<file path="config.mk">
export PLATFORM = sky130hd
export DESIGN_NAME = fetch_queue
export DESIGN_NICKNAME = d
export VERILOG_FILES = /design/src/rtl/cpu_pkg.sv /design/src/rtl/fetch_fifo.sv /design/src/rtl/fetch_queue_chk.sv /design/src/rtl/fetch_queue.sv
export SDC_FILE = /design/constraint.sdc
export NUM_CORES = 1
export LEC_CHECK = 0
export CORE_UTILIZATION = 51
export DETAILED_ROUTE_END_ITERATION = 12
export PLACE_DENSITY = 0.76
export RECOVER_POWER = 25
export SLEW_MARGIN = 25
export SYNTH_ARGS = -nofsm -noshare
export SYNTH_HDL_FRONTEND = slang
export SYNTH_SLANG_ARGS = --single-unit
</file>
<file path="constraint.sdc">
create_clock -name clk -period 2.4 [get_ports clk]
set_input_delay 0.48 -clock clk [delete_from_list [all_inputs] [get_ports clk]]
set_output_delay 0.48 -clock clk [all_outputs]
set_load 0.005 [all_outputs]
</file>
<file path="src/rtl/cpu_pkg.sv">
// Shared CPU types and constants for the fetch front end.
// The optional FETCH_STATS_EN counters use sat_add.
package cpu_pkg;

  localparam int XLEN    = 32;
  localparam int INST_W  = 32;
  localparam int ENTRY_W = XLEN + INST_W;

  localparam logic [XLEN-1:0] PC_STEP = 32'd4;

  typedef enum logic [1:0] {
    BOOT  = 2'd0,
    RUN   = 2'd1,
    DRAIN = 2'd2
  } fetch_state_t;

  // Saturating 32-bit add for event counters.
  function automatic logic [31:0] sat_add(input logic [31:0] acc, input logic [31:0] inc);
    logic [32:0] sum;
    sum = {1'b0, acc} + {1'b0, inc};
    return sum[32] ? 32'hFFFF_FFFF : sum[31:0];
  endfunction

endpackage

</file>
<file path="src/rtl/fetch_fifo.sv">
// DEPTH-entry {pc, inst} FIFO with flush.
// The head entry is read straight from registered storage.
module fetch_fifo
  import cpu_pkg::*;
#(
  parameter int DEPTH = 4,
  parameter int CW    = $clog2(DEPTH) + 1
) (
  input  logic               clk,
  input  logic               rst,
  input  logic               push,
  input  logic [ENTRY_W-1:0] push_data,
  input  logic               pop,
  input  logic               flush,
  output logic [CW-1:0]      count,
  output logic [ENTRY_W-1:0] head
);

  localparam int AW = $clog2(DEPTH);
  localparam logic [CW-1:0] FULL_C   = CW'(DEPTH);
  localparam logic [CW-1:0] ZERO_C   = CW'(0);
  localparam logic [CW-1:0] CNT_ONE_C = CW'(1);
  localparam logic [AW-1:0] PTR_ONE_C = AW'(1);
  localparam logic [AW-1:0] PTR_ZERO_C = AW'(0);

  logic [ENTRY_W-1:0] mem_r [DEPTH];
  logic [AW-1:0]      wr_ptr_r;
  logic [AW-1:0]      rd_ptr_r;
  logic [CW-1:0]      count_r;
  logic               do_push_s;
  logic               do_pop_s;

  // Qualify push/pop; a push into a full FIFO is only taken alongside a pop.
  always_comb begin
    do_push_s = 1'b0;
    do_pop_s  = 1'b0;
    if (flush) begin
      do_push_s = 1'b0;
      do_pop_s  = 1'b0;
    end else begin
      do_pop_s  = pop && (count_r != ZERO_C);
      do_push_s = push && ((count_r != FULL_C) || do_pop_s);
    end
  end

  // Storage, pointers and occupancy.
  always_ff @(posedge clk or negedge rst) begin
    if (!rst) begin
      wr_ptr_r <= PTR_ZERO_C;
      rd_ptr_r <= PTR_ZERO_C;
      count_r  <= ZERO_C;
      for (int i = 0; i < DEPTH; i++) begin
        mem_r[i] <= {ENTRY_W{1'b0}};
      end
    end else if (flush) begin
      wr_ptr_r <= PTR_ZERO_C;
      rd_ptr_r <= PTR_ZERO_C;
      count_r  <= ZERO_C;
    end else begin
      if (do_push_s) begin
        mem_r[wr_ptr_r] <= push_data;
        wr_ptr_r        <= wr_ptr_r + PTR_ONE_C;
      end
      if (do_pop_s) begin
        rd_ptr_r <= rd_ptr_r + PTR_ONE_C;
      end
      case ({do_push_s, do_pop_s})
        2'b10:   count_r <= count_r + CNT_ONE_C;
        2'b01:   count_r <= count_r - CNT_ONE_C;
        default: count_r <= count_r;
      endcase
    end
  end

  assign count = count_r;
  assign head  = mem_r[rd_ptr_r];

endmodule

</file>
<file path="src/rtl/fetch_queue_chk.sv">
// Simulation checks for the fetch queue: memory protocol and occupancy bound.
module fetch_queue_chk #(
  parameter int DEPTH = 4,
  parameter int CW    = $clog2(DEPTH) + 1
) (
  input logic          clk,
  input logic          rst,
  input logic          imem_rsp_valid,
  input logic [CW-1:0] outstanding,
  input logic [CW-1:0] fifo_count
);

  localparam logic [CW:0]   DEPTH_W = (CW+1)'(DEPTH);
  localparam logic [CW-1:0] ZERO_C  = CW'(0);

  rsp_needs_outstanding: assert property (@(posedge clk) disable iff (!rst)
    imem_rsp_valid |-> (outstanding != ZERO_C));

  occupancy_bounded: assert property (@(posedge clk) disable iff (!rst)
    (({1'b0, fifo_count} + {1'b0, outstanding}) <= DEPTH_W));

endmodule

</file>
<file path="src/rtl/fetch_queue.sv">
// Decoupled instruction fetch: owns the fetch PC, issues in-order word requests and
// queues {pc, inst} for ID. Define FETCH_STATS_EN to add saturating event counters.
module fetch_queue
  import cpu_pkg::*;
#(
  parameter int              DEPTH    = 4,
  parameter logic [XLEN-1:0] RESET_PC = 32'h0000_0000
) (
  input  logic        clk,
  input  logic        rst,
  input  logic        redirect_valid,
  input  logic [31:0] redirect_pc,
  output logic        imem_req_valid,
  input  logic        imem_req_ready,
  output logic [31:0] imem_req_addr,
  input  logic        imem_rsp_valid,
  input  logic [31:0] imem_rsp_data,
  output logic        id_valid,
  input  logic        id_ready,
  output logic [31:0] id_inst,
  output logic [31:0] id_pc
`ifdef FETCH_STATS_EN
  ,
  output logic [31:0] stat_fetched,
  output logic [31:0] stat_killed,
  output logic [31:0] stat_stall
`endif
);

  localparam int CW = $clog2(DEPTH) + 1;
  localparam logic [CW:0]   DEPTH_W = (CW+1)'(DEPTH);
  localparam logic [CW-1:0] ZERO_C  = CW'(0);
  localparam logic [CW-1:0] ONE_C   = CW'(1);

  fetch_state_t       state_r, state_n_s;
  logic [XLEN-1:0]    fetch_pc_r, fetch_pc_n_s;
  logic [XLEN-1:0]    rsp_pc_r, rsp_pc_n_s;
  logic [CW-1:0]      outstanding_r, outstanding_n_s;
  logic [CW-1:0]      kill_r, kill_n_s;
  logic [CW-1:0]      fifo_count_s;
  logic [ENTRY_W-1:0] head_s;
  logic [CW:0]        occ_s;
  logic               req_valid_s, req_fire_s;
  logic               push_s, pop_s, flush_s, drop_s;
  logic               id_valid_s;
  logic               unused_ok_s;

  assign unused_ok_s = ^redirect_pc[1:0];

  fetch_fifo #(.DEPTH(DEPTH), .CW(CW)) u_fifo (
    .clk       (clk),
    .rst       (rst),
    .push      (push_s),
    .push_data ({rsp_pc_r, imem_rsp_data}),
    .pop       (pop_s),
    .flush     (flush_s),
    .count     (fifo_count_s),
    .head      (head_s)
  );

  assign id_valid_s = (fifo_count_s != ZERO_C);
  assign id_valid   = id_valid_s;
  assign id_pc      = head_s[ENTRY_W-1:INST_W];
  assign id_inst    = head_s[INST_W-1:0];

  // Request gating: the cap counts queued plus in-flight words so the FIFO cannot overflow.
  always_comb begin
    occ_s       = {1'b0, fifo_count_s} + {1'b0, outstanding_r};
    req_valid_s = 1'b0;
    if ((state_r != BOOT) && !redirect_valid && (occ_s < DEPTH_W)) begin
      req_valid_s = 1'b1;
    end else begin
      req_valid_s = 1'b0;
    end
  end

  assign req_fire_s     = req_valid_s && imem_req_ready;
  assign imem_req_valid = req_valid_s;
  assign imem_req_addr  = fetch_pc_r;

  // In-flight count tracks handshakes and every returning response, killed or not.
  always_comb begin
    case ({req_fire_s, imem_rsp_valid})
      2'b10:   outstanding_n_s = outstanding_r + ONE_C;
      2'b01:   outstanding_n_s = outstanding_r - ONE_C;
      default: outstanding_n_s = outstanding_r;
    endcase
  end

  // PC, kill and FIFO control; a redirect overrides everything else in the cycle.
  always_comb begin
    fetch_pc_n_s = fetch_pc_r;
    rsp_pc_n_s   = rsp_pc_r;
    kill_n_s     = kill_r;
    push_s       = 1'b0;
    pop_s        = 1'b0;
    flush_s      = 1'b0;
    drop_s       = 1'b0;
    if (redirect_valid) begin
      flush_s      = 1'b1;
      fetch_pc_n_s = {redirect_pc[XLEN-1:2], 2'b00};
      rsp_pc_n_s   = {redirect_pc[XLEN-1:2], 2'b00};
      drop_s       = imem_rsp_valid;
      // Every word still in flight is stale, including ones already marked for killing.
      kill_n_s     = imem_rsp_valid ? (outstanding_r - ONE_C) : outstanding_r;
    end else begin
      if (req_fire_s) begin
        fetch_pc_n_s = fetch_pc_r + PC_STEP;
      end else begin
        fetch_pc_n_s = fetch_pc_r;
      end
      pop_s = id_valid_s && id_ready;
      if (imem_rsp_valid && (kill_r != ZERO_C)) begin
        drop_s   = 1'b1;
        kill_n_s = kill_r - ONE_C;
      end else if (imem_rsp_valid) begin
        push_s     = 1'b1;
        rsp_pc_n_s = rsp_pc_r + PC_STEP;
      end else begin
        kill_n_s = kill_r;
      end
    end
  end

  // Next-state logic.
  always_comb begin
    state_n_s = state_r;
    case (state_r)
      BOOT:       state_n_s = RUN;
      RUN, DRAIN: state_n_s = (kill_n_s != ZERO_C) ? DRAIN : RUN;
      default:    state_n_s = BOOT;
    endcase
  end

  // Architectural fetch state.
  always_ff @(posedge clk or negedge rst) begin
    if (!rst) begin
      state_r       <= BOOT;
      fetch_pc_r    <= RESET_PC;
      rsp_pc_r      <= RESET_PC;
      outstanding_r <= ZERO_C;
      kill_r        <= ZERO_C;
    end else begin
      state_r       <= state_n_s;
      fetch_pc_r    <= fetch_pc_n_s;
      rsp_pc_r      <= rsp_pc_n_s;
      outstanding_r <= outstanding_n_s;
      kill_r        <= kill_n_s;
    end
  end

`ifdef FETCH_STATS_EN
  logic [31:0] fetched_r, killed_r, stall_r;
  logic [31:0] kill_inc_s;

  // Killed words: dropped responses plus entries discarded by a flush.
  always_comb begin
    kill_inc_s = 32'(flush_s ? fifo_count_s : ZERO_C) + 32'(drop_s);
  end

  // Saturating event counters.
  always_ff @(posedge clk or negedge rst) begin
    if (!rst) begin
      fetched_r <= 32'd0;
      killed_r  <= 32'd0;
      stall_r   <= 32'd0;
    end else begin
      fetched_r <= sat_add(fetched_r, 32'(push_s));
      killed_r  <= sat_add(killed_r, kill_inc_s);
      stall_r   <= sat_add(stall_r, 32'(id_ready && !id_valid_s));
    end
  end

  assign stat_fetched = fetched_r;
  assign stat_killed  = killed_r;
  assign stat_stall   = stall_r;
`endif

  fetch_queue_chk #(.DEPTH(DEPTH), .CW(CW)) u_chk (
    .clk            (clk),
    .rst            (rst),
    .imem_rsp_valid (imem_rsp_valid),
    .outstanding    (outstanding_r),
    .fifo_count     (fifo_count_s)
  );

endmodule

</file>
==> results of run 1 <==
[cell families (layout without fill, tap and decap cells)]
| group | after synthesis | in the layout | synth area share |
|---|---|---|---|
| muxes | 333 | 333 | 0.294 |
| DFF | 323 | 323 | 0.536 |
| AOI/OAI and AO/OA | 68 | 68 | 0.0296 |
| other | 1 | 4 | 0.000249 |
| xor gates and xnor gates | 48 | 48 | 0.0279 |
| buffers and inverters | 92 | 333 | 0.0265 |
| adders and majority gates | 16 | 16 | 0.0138 |
| and+or+nand+nor | 196 | 196 | 0.0718 |
[metal layers]
layer / up-vias / routed length, um / share of wire / GRT usage
met5: - / 0 / 0 / 0
met4: 0 / 613 / 0.018 / 0.0640
met3: 51 / 1660 / 0.048 / 0.0372
met2: 306 / 16400 / 0.48 / 0.373
met1: 5106 / 15800 / 0.46 / 0.335
li1: 4397 / - / - / -
[worst max path at each step]
stage	startpoint	end	slack, ps	cells after the start
after floorplan	u_fifo.count[2]	imem_req_addr[17]	-10	7
after global placement	id_ready	u_fifo.mem_r[39]	-110	6
after detailed placement	state_r[0]	imem_req_valid	-80	5
after CTS	u_fifo.rd_ptr_r[0]	id_pc[7]	-240	6
after global routing	state_r[1]	imem_req_valid	-220	5
final	outstanding_r[2]	imem_req_valid	-170	4
[area by class of cell]
class / count / share of cell area
clock buffers: 50 / 0.0553
clock inverters: 12 / 0.0106
inverters: 26 / 0.00512
multi-input cells: 665 / 0.351
flip-flops and latches: 323 / 0.425
well taps: 384 / 0.0252
repair buffers: 245 / 0.128
[what timing repair did]
item	CTS	global route
setup endpoints to repair	66	75
endpoints found under the hold margin	60	0
hold buffers	1	0
pin swaps	1	5
gates cloned	6	1
buffers inserted	16	8
gates resized for setup	245	42
[synth_stat cells (2+ instances only)]
cell / n / area, um2
o31ai_1: 2 / 15.0
xnor2_1: 22 / 193
buf_1: 6 / 22.5
buf_2: 29 / 145
a31oi_1: 7 / 43.8
nor3_1: 9 / 45.0
nand2_1: 46 / 173
nor4b_1: 2 / 17.5
o211ai_1: 10 / 75.1
a21oi_1: 5 / 25.0
nand4_1: 24 / 150
nor2_1: 23 / 86.3
xor2_1: 26 / 228
nand3_1: 33 / 165
mux2_2: 264 / 2970
or3_1: 5 / 31.3
and3_1: 19 / 119
o22ai_1: 2 / 12.5
and4_1: 3 / 26.3
buf_4: 5 / 37.5
a21boi_0: 7 / 52.6
and2_1: 5 / 31.3
mux2i_1: 7 / 70.1
inv_1: 25 / 93.8
dfrtp_1: 323 / 8080
o21ai_0: 20 / 100
nor4_2: 4 / 50.1
ha_1: 15 / 188
mux4_2: 62 / 1400
a211oi_1: 7 / 52.6
nand2b_1: 9 / 56.3
clkbuf_1: 26 / 97.6
nor4_1: 7 / 43.8
[power groups by stage]
stage | clock (mW) | sequential (mW) | combinational, mW
2_1_floorplan | 0 | 7.29 | 3.50
5_1_grt | 6.07 | 7.69 | 7.13
4_1_cts | 5.88 | 7.50 | 6.51
3_5_place_dp | 0 | 7.59 | 6.31
3_3_place_gp | 0 | 7.50 | 6.19
6_report | 5.76 | 7.53 | 6.64
[critical path, cell delays in order, from the launching register on]
cell and delay, ps:
dfrtp_1 380, ha_1 300, or4_4 460, nor3_4 260, buf_2 160
[flip-flops by register name (all words and copies together) (netlist names)]
| signal | count |
|---|---|
| outstanding_r | 3 |
| kill_r | 3 |
| u_fifo.wr_ptr_r | 2 |
| imem_req_addr | 30 |
| u_fifo.count | 3 |
| rsp_pc_r | 30 |
| u_fifo.mem_r | 248 |
| u_fifo.rd_ptr_r | 2 |
| state_r | 2 |
[per-stage QoR]
stage | power (mW) | setup slack (ps) | area (um2) | utilization | cells
floorplan | 10.8 | -10.8 | 15100 | - | 1080
CTS | 19.9 | -245 | 19000 | 0.655 | 1700
global route | 20.9 | -219 | 19000 | 0.658 | 1705
detailed placement | 13.9 | -78.6 | 17500 | 0.606 | 1615
finish | 19.9 | -172 | 19000 | 0.658 | 1705
global placement | 13.7 | -113 | 17500 | 0.606 | 1615
==> impl_metrics.yaml, run 1 <==
outcome:
  status: "finished with violations"
  violations: "capacitance limit, slew limit, setup timing"
power:
  seqPwrFrac: 0.378
  peakVddDrop_v: 0.000562
  leakage_nw: 8.59
  netSwitchingFraction: 0.278
  p_int_mw: 14.4
  comb_power_share: 0.333
  power_frac_clock: 0.289
  cellPowerDensity_nw_per_um2: 1050
  p_switching_mw: 5.54
critical_path:
  endpoint_kind: "primary output"
  cp.arrival_ps: 2090
  reg2regPathDepth: 8
  path_class: "reg2out"
  setup.worst_path.start_class: "flip-flop"
  r2r_start: "outstanding_r[2]"
  required_ps: 1920
  regToRegEndpoint: "imem_req_addr[30]"
  path_max_fanout: 2
  reg2reg_slack_ps: 40
timing:
  maxSlewHeadroom: -0.214
  finalSetupViolCount: 44
  fmax_mhz: 389
  fin_crit_sh: 1.07
  fin_tns_setup_ps: -3700
  fin_crit_ps: 2570
  whs_ps: 432
  setup_ws_ps: -172
  hold_violations: 0
  finClkSkew_ps: 23.6
  slew_violations: 68
  rsz0062_at_grt: "true"
  worst_slew_pin_slew_ps: 1820
global_route:
  grt_usage: 0.234
  grt_max_degree: 71
  gr-total-overflow: 0
  grt_pass1_wl_mm: 56.5
  antenna_found_initial: 0
  grt_pass1_vias: 10601
floorplan:
  rows: 62
  die_w_um: 174
  start_util: 0.521
  core_region_area_um2: 28900
  io_pins: 168
  die_h_um: 174
  die_area_um2: 30300
cts:
  cts_sinks: 323
  cts-root-buf: "clkbuf_16"
  cts.path.max_buffers: 3
  cts_tree: "yes"
  clock_latency_ps: 520
  clkTransAtPathRegs_ps: 60
  cts.htree.levels: 2
  cts_made_buffers: 35
detailed_routing:
  wirelength_mm: 34.5
  detail-route-antenna-nets: 0
  post_drt_wl_per_cell_um: 20.2
  drtIter0Drc: 593
  drt-pass1-iter-count: 4
  avgViaCountPerCell: 5.78
  drc: 0
  vias: 9860
synthesis:
  synthCells: 1077
  ys_dominant_reg_cell: "dfrtp_1"
  syn_area_per_cell_um2: 14.0
  synth.distinct_cells: 51
  synthesis.area_um2: 15100
  synth_edf_count: 0
  yosysSeqAreaShare: 0.536
  async_reset_ff_frac: 1.00
  synth_seq_cells: 323
  yosysWarnings: 0
min_path:
  hold_path_depth: 3
  min_to: "imem_req_addr[27]"
  worstHoldStart: "redirect_valid"
  hold_class: "in2reg"
cells_and_area:
  layout_commonest_cell: "dfrtp_1"
  final_layout_size_suffix_gt1_frac: 0.423
  n_fill_cell: 2008
  n_antenna_cell: 0
  layout_common_cells: "dfrtp_1 (321), mux2_2 (264), clkdlybuf4s50_1 (95)"
  layout.nets: 1382
  syn_to_final_growth_pct: 26.3
  regArea_um2: 8090
  multi_input_area_um2: 6680
flow_run:
  drv_cap: 1
place:
  port-buffer-count: 161
  dp_hpwl_mm: 22.2
  gp_congestion: 0.845
Note: power is estimated with default switching activity, not from simulation.
==> run 2, diff against run 1 <==
- CORE_UTILIZATION: 51 -> 35
- PLACE_DENSITY: 0.76 -> default
- clock period: 2.4 -> 2.65 ns (I/O delays scaled with it)
==> run 2 against run 1 <==
Against the previous run: the flow finishes with violations (setup timing); sequential power decreased by 9.8%; die area increased by 45%; count of clock-buffer cells in the layout increased by 5.
==> impl_metrics.yaml, run 2 (synthesis results as in run 1) <==
critical_path:
  crit_slowest_cell: "dfrtp_4"
  required_ps: 2120
  path_class: "reg2out"
  reg2reg_slack_ps: 220
  endpoint_kind: "primary output"
  critPathTopFamily: "buffers and inverters"
  crit_path_frequent_cell: "buf_12"
  setup.worst_path.start_class: "flip-flop"
  path_buf_inv: 5
  cpPeakStageDelay_ps: 510
  path_max_fanout: 5
  worstPathCellList: "buf_12, buf_12, buf_16, buf_6, mux4_2, buf_2"
  cp.arrival_ps: 2190
floorplan:
  core_region_area_um2: 42200
  io_pins: 168
  die_h_um: 210
  die_area_um2: 43900
  rows: 75
  die_w_um: 210
  start_util: 0.357
timing:
  fin_crit_ps: 2720
  finClkSkew_ps: 19.9
  setup_ws_ps: -65.9
  slew_violations: 0
  rsz0062_at_grt: "true"
  hold_violations: 0
  worst_slew_pin_slew_ps: 1360
  fin_tns_setup_ps: -283
  fin_crit_sh: 1.02
  finalSetupViolCount: 5
  maxSlewHeadroom: 0.0958
  fmax_mhz: 368
global_route:
  grt_pass1_wl_mm: 60.7
  antenna_found_initial: 2
  grt_pass1_vias: 10493
  gr-total-overflow: 0
  grt_max_degree: 72
  grt_usage: 0.178
detailed_routing:
  drt-pass1-iter-count: 5
  post_drt_wl_per_cell_um: 20.1
  vias: 9731
  detail-route-antenna-nets: 0
  avgViaCountPerCell: 5.23
  drtIter0Drc: 435
  drc: 0
  wirelength_mm: 37.4
power:
  leakage_nw: 8.48
  cellPowerDensity_nw_per_um2: 921
  power_mw: 17.5
  peakVddDrop_v: 0.000398
cells_and_area:
  regMostFlops: "u_fifo.mem_r"
  layout_common_cells: "dfrtp_1 (321), mux2_2 (264), clkdlybuf4s50_1 (96)"
  regArea_um2: 8090
  largest_reg_flops: 248
  multi_input_area_um2: 6630
  finalNonFillerCells: 1861
  layout_commonest_cell: "dfrtp_1"
  n_fill_cell: 3861
  syn_to_final_growth_pct: 26.3
  final_layout_size_suffix_gt1_frac: 0.397
  layout.nets: 1383
place:
  dpl.cell_count: 1776
  gp_congestion: 0.800
  pre_cts_slack_ps: -53.0
  dp_hpwl_mm: 24.8
  port-buffer-count: 161
outcome:
  violations: "setup timing"
  status: "finished with violations"
cts:
  cts_sinks: 323
  clkTransAtPathRegs_ps: 60
  cts-root-buf: "clkbuf_16"
  cts_tree: "yes"
  clock_latency_ps: 550
  cts.path.max_buffers: 3
  cts.htree.levels: 2
  cts_made_buffers: 38
flow_run:
  drv_cap: 0
min_path:
  hold_class: "in2reg"
-- run 2: repair_timing --
action | CTS | global route
endpoints found under the hold margin | 46 | 0
gates cloned | 7 | 0
pin swaps | 1 | 4
setup endpoints to repair | 63 | 31
setup buffers | 14 | 3
resized for setup | 238 | 18
hold buffers | 1 | 0
-- run 2: final cells by class --
type,instances,area share
sequential,323,0.425
multi-input combinational,665,0.348
timing repair buffer,243,0.126
clock buffer,55,0.0554
tap,539,0.0354
inverter,26,0.00512
clock inverter,9,0.00493
antenna,1,0.000131
-- run 2: metrics by stage --
stage / hold WS (ps) / area, um2 / util
floorplan: 234 / 15100 / -
global placement: 484 / 17800 / 0.422
detailed placement: 491 / 17800 / 0.422
CTS: 403 / 19200 / 0.454
global route: 443 / 19000 / 0.451
finish: 443 / 19000 / 0.451
-- run 2: path summary, 6_finish.rpt --
path | from | to | depth (start not counted)
worst max-delay path | u_fifo.rd_ptr_r[0] | id_pc[8] | 6
worst min-delay path | redirect_valid | rsp_pc_r[16] | 2
worst max register to register | outstanding_r[2] | outstanding_r[2] | 7
worst min register to register | u_fifo.mem_r[44] | u_fifo.mem_r[44] | 1
max in group asynchronous | rst | u_fifo.rd_ptr_r[1] | 3
min in group asynchronous | rst | u_fifo.mem_r[207] | 2
-- run 2: per-layer routing --
metal / wire length (um) / track usage
met1: 17500 / 0.250
met2: 17200 / 0.278
met3: 1870 / 0.0401
met4: 767 / 0.0476
met5: 12 / 0
-- run 2: report_power, final --
part	total [mW]	switching, mW	internal [mW]	leakage (nW)
clock network	4.94	2.07	2.86	0.555
logic	5.82	2.30	3.52	3.69
registers	6.79	0.736	6.05	4.23
==> run 3, diff against run 2 <==
- TNS_END_PERCENT: default -> 1
==> run 3 against run 2 <==
Against the previous run: cell count barely moved; die area did not move; the flow still finishes with violations (setup timing); sequential share of layout area barely moved; global-route usage fell by 0.092 points; cell area barely moved; first-iteration DRC count rose by 11%; hold slack got worse by 3.4 ps; via count fell by 0.27%; sequential power barely moved; combinational power fell by 0.7%.
==> impl_metrics.yaml, run 3 (synthesis results as in run 1) <==
outcome:
  violations: "setup timing"
  status: "finished with violations"
floorplan:
  io_pins: 168
  die_w_um: 210
  rows: 75
  die_area_um2: 43900
  start_util: 0.357
  core_region_area_um2: 42200
  die_h_um: 210
flow_run:
  drv_cap: 0
timing:
  finalSetupViolCount: 11
  rsz0062_at_grt: "true"
  worst_slew_pin_slew_ps: 1350
  setup_ws_ps: -62.9
  fin_crit_ps: 2710
  fmax_mhz: 369
  slew_violations: 0
  maxSlewHeadroom: 0.102
  fin_crit_sh: 1.02
  hold_violations: 0
  fin_tns_setup_ps: -472
  finClkSkew_ps: 19.3
critical_path:
  reg2regPathDepth: 7
  required_ps: 2120
  regToRegEndpoint: "imem_req_addr[15]"
  endpoint_kind: "primary output"
  setup.worst_path.start_class: "flip-flop"
  reg2reg_slack_ps: 200
  path_max_fanout: 10
  crit_slowest_cell: "dfrtp_4"
  cp.arrival_ps: 2180
  worstPathCellList: "buf_12, buf_12, buf_16, buf_6, mux4_2, buf_2"
  r2r_start: "outstanding_r[1]"
  path_class: "reg2out"
  path_buf_inv: 5
  cpPeakStageDelay_ps: 510
  critPathTopFamily: "buffers and inverters"
  crit_path_frequent_cell: "buf_12"
detailed_routing:
  avgViaCountPerCell: 5.22
  drc: 0
  post_drt_wl_per_cell_um: 20.0
  vias: 9705
  detail-route-antenna-nets: 0
  wirelength_mm: 37.2
  drt-pass1-iter-count: 5
  drtIter0Drc: 485
cts:
  cts.path.max_buffers: 3
  cts_sinks: 323
  cts-root-buf: "clkbuf_16"
  cts_tree: "yes"
  cts.htree.levels: 2
  cts_made_buffers: 38
  clkTransAtPathRegs_ps: 60
  clock_latency_ps: 550
place:
  pre_cts_slack_ps: -53.0
  gp_congestion: 0.800
  port-buffer-count: 161
  dp_hpwl_mm: 24.8
cells_and_area:
  regArea_um2: 8090
  layout.nets: 1382
  layout_commonest_cell: "dfrtp_1"
  layout_common_cells: "dfrtp_1 (321), mux2_2 (264), clkdlybuf4s50_1 (96)"
  multi_input_area_um2: 6620
  n_fill_cell: 3858
  regMostFlops: "u_fifo.mem_r"
  syn_to_final_growth_pct: 26.3
  largest_reg_flops: 248
  final_layout_size_suffix_gt1_frac: 0.392
power:
  power_frac_clock: 0.282
  peakVddDrop_v: 0.000396
  power_mw: 17.5
  p_switching_mw: 5.07
  seqPwrFrac: 0.388
  leakage_nw: 8.49
  cellPowerDensity_nw_per_um2: 918
  p_int_mw: 12.4
  netSwitchingFraction: 0.290
  comb_power_share: 0.330
min_path:
  hold_class: "in2reg"
  worstHoldStart: "redirect_valid"
  min_to: "rsp_pc_r[16]"
  hold_path_depth: 2
global_route:
  antenna_found_initial: 2
  gr-total-overflow: 0
  grt_max_degree: 72
  grt_pass1_wl_mm: 60.4
  grt_usage: 0.177
  grt_pass1_vias: 10472
-- run 3: cell count changes in the layout (fill, tap and decap cells not counted), moves of 2 or more --
cell | before | now
buf_2 | 43 | 16
clkbuf_2 | 3 | 26
dlygate4sd2_1 | 0 | 13
clkdlybuf4s15_1 | 12 | 5
buf_6 | 11 | 9
ha_2 | 0 | 2
-- run 3: final cells by class --
type,count,share of cell area
Clock inverter,9,0.00492
Sequential cell,323,0.424
Inverter,26,0.00512
Tap cell,539,0.0354
Antenna cell,1,0.000131
Timing Repair Buffer,242,0.127
Clock buffer,55,0.0554
Multi-Input combinational cell,665,0.347
-- run 3: timing repair --
action	CTS	global route
pin swaps	4	0
setup buffers	12	1
hold buffers	1	0
gates resized for setup	160	37
cloned	6	0
hold endpoints to repair	46	0
endpoints found under the setup margin	63	56
-- run 3: worst max-delay path by stage --
stage,to,slack (ps),start,depth (start not counted)
global route,id_pc[8],-130,u_fifo.rd_ptr_r[0],6
detailed placement,u_fifo.mem_r[149],-50,id_ready,7
global placement,u_fifo.mem_r[233],50,id_ready,7
CTS,id_pc[14],-150,u_fifo.rd_ptr_r[0],5
finish,id_pc[8],-60,u_fifo.rd_ptr_r[0],6
floorplan,u_fifo.count[2],160,redirect_valid,9
-- run 3: power by group through the flow --
stage | registers, mW | clock network (mW) | logic [mW]
detailed placement | 6.87 | 0 | 5.78
global placement | 6.82 | 0 | 5.70
floorplan | 6.60 | 0 | 3.17
CTS | 6.79 | 5.10 | 6.02
global route | 6.96 | 5.30 | 6.29
finish | 6.79 | 4.93 | 5.78
-- run 3: worst reg2reg max path, delay by kind of cell, from the launching register on --
family                   cells  cell delay (ps)
multiplexers                 1              270
buffers and inverters        1              230
XOR/XNOR                     1              170
flip-flops                   1              420
AND/OR/NAND/NOR              3             1060
adder cells (fa/ha/maj)      1              190
-- run 3: per-stage QoR --
| stage | hold slack [ps] | std cells | area, um2 | utilization |
|---|---|---|---|---|
| 2_1_floorplan | 234 | 1080 | 15100 | - |
| 3_3_place_gp | 484 | 1776 | 17800 | 0.422 |
| 4_1_cts | 403 | 1859 | 19200 | 0.455 |
| 3_5_place_dp | 491 | 1776 | 17800 | 0.422 |
| 5_1_grt | 443 | 1859 | 19100 | 0.451 |
| 6_report | 440 | 1860 | 19100 | 0.451 |
-- run 3: per-layer routing --
layer  wire, um  part of all wire  up-vias  GRT usage
li1           -                 -     4399          -
met1      17400              0.47     5040      0.248
met2      17200              0.46      212      0.278
met3       1860             0.050       52     0.0401
met4        695             0.019        2     0.0453
met5         12           0.00032        -          0
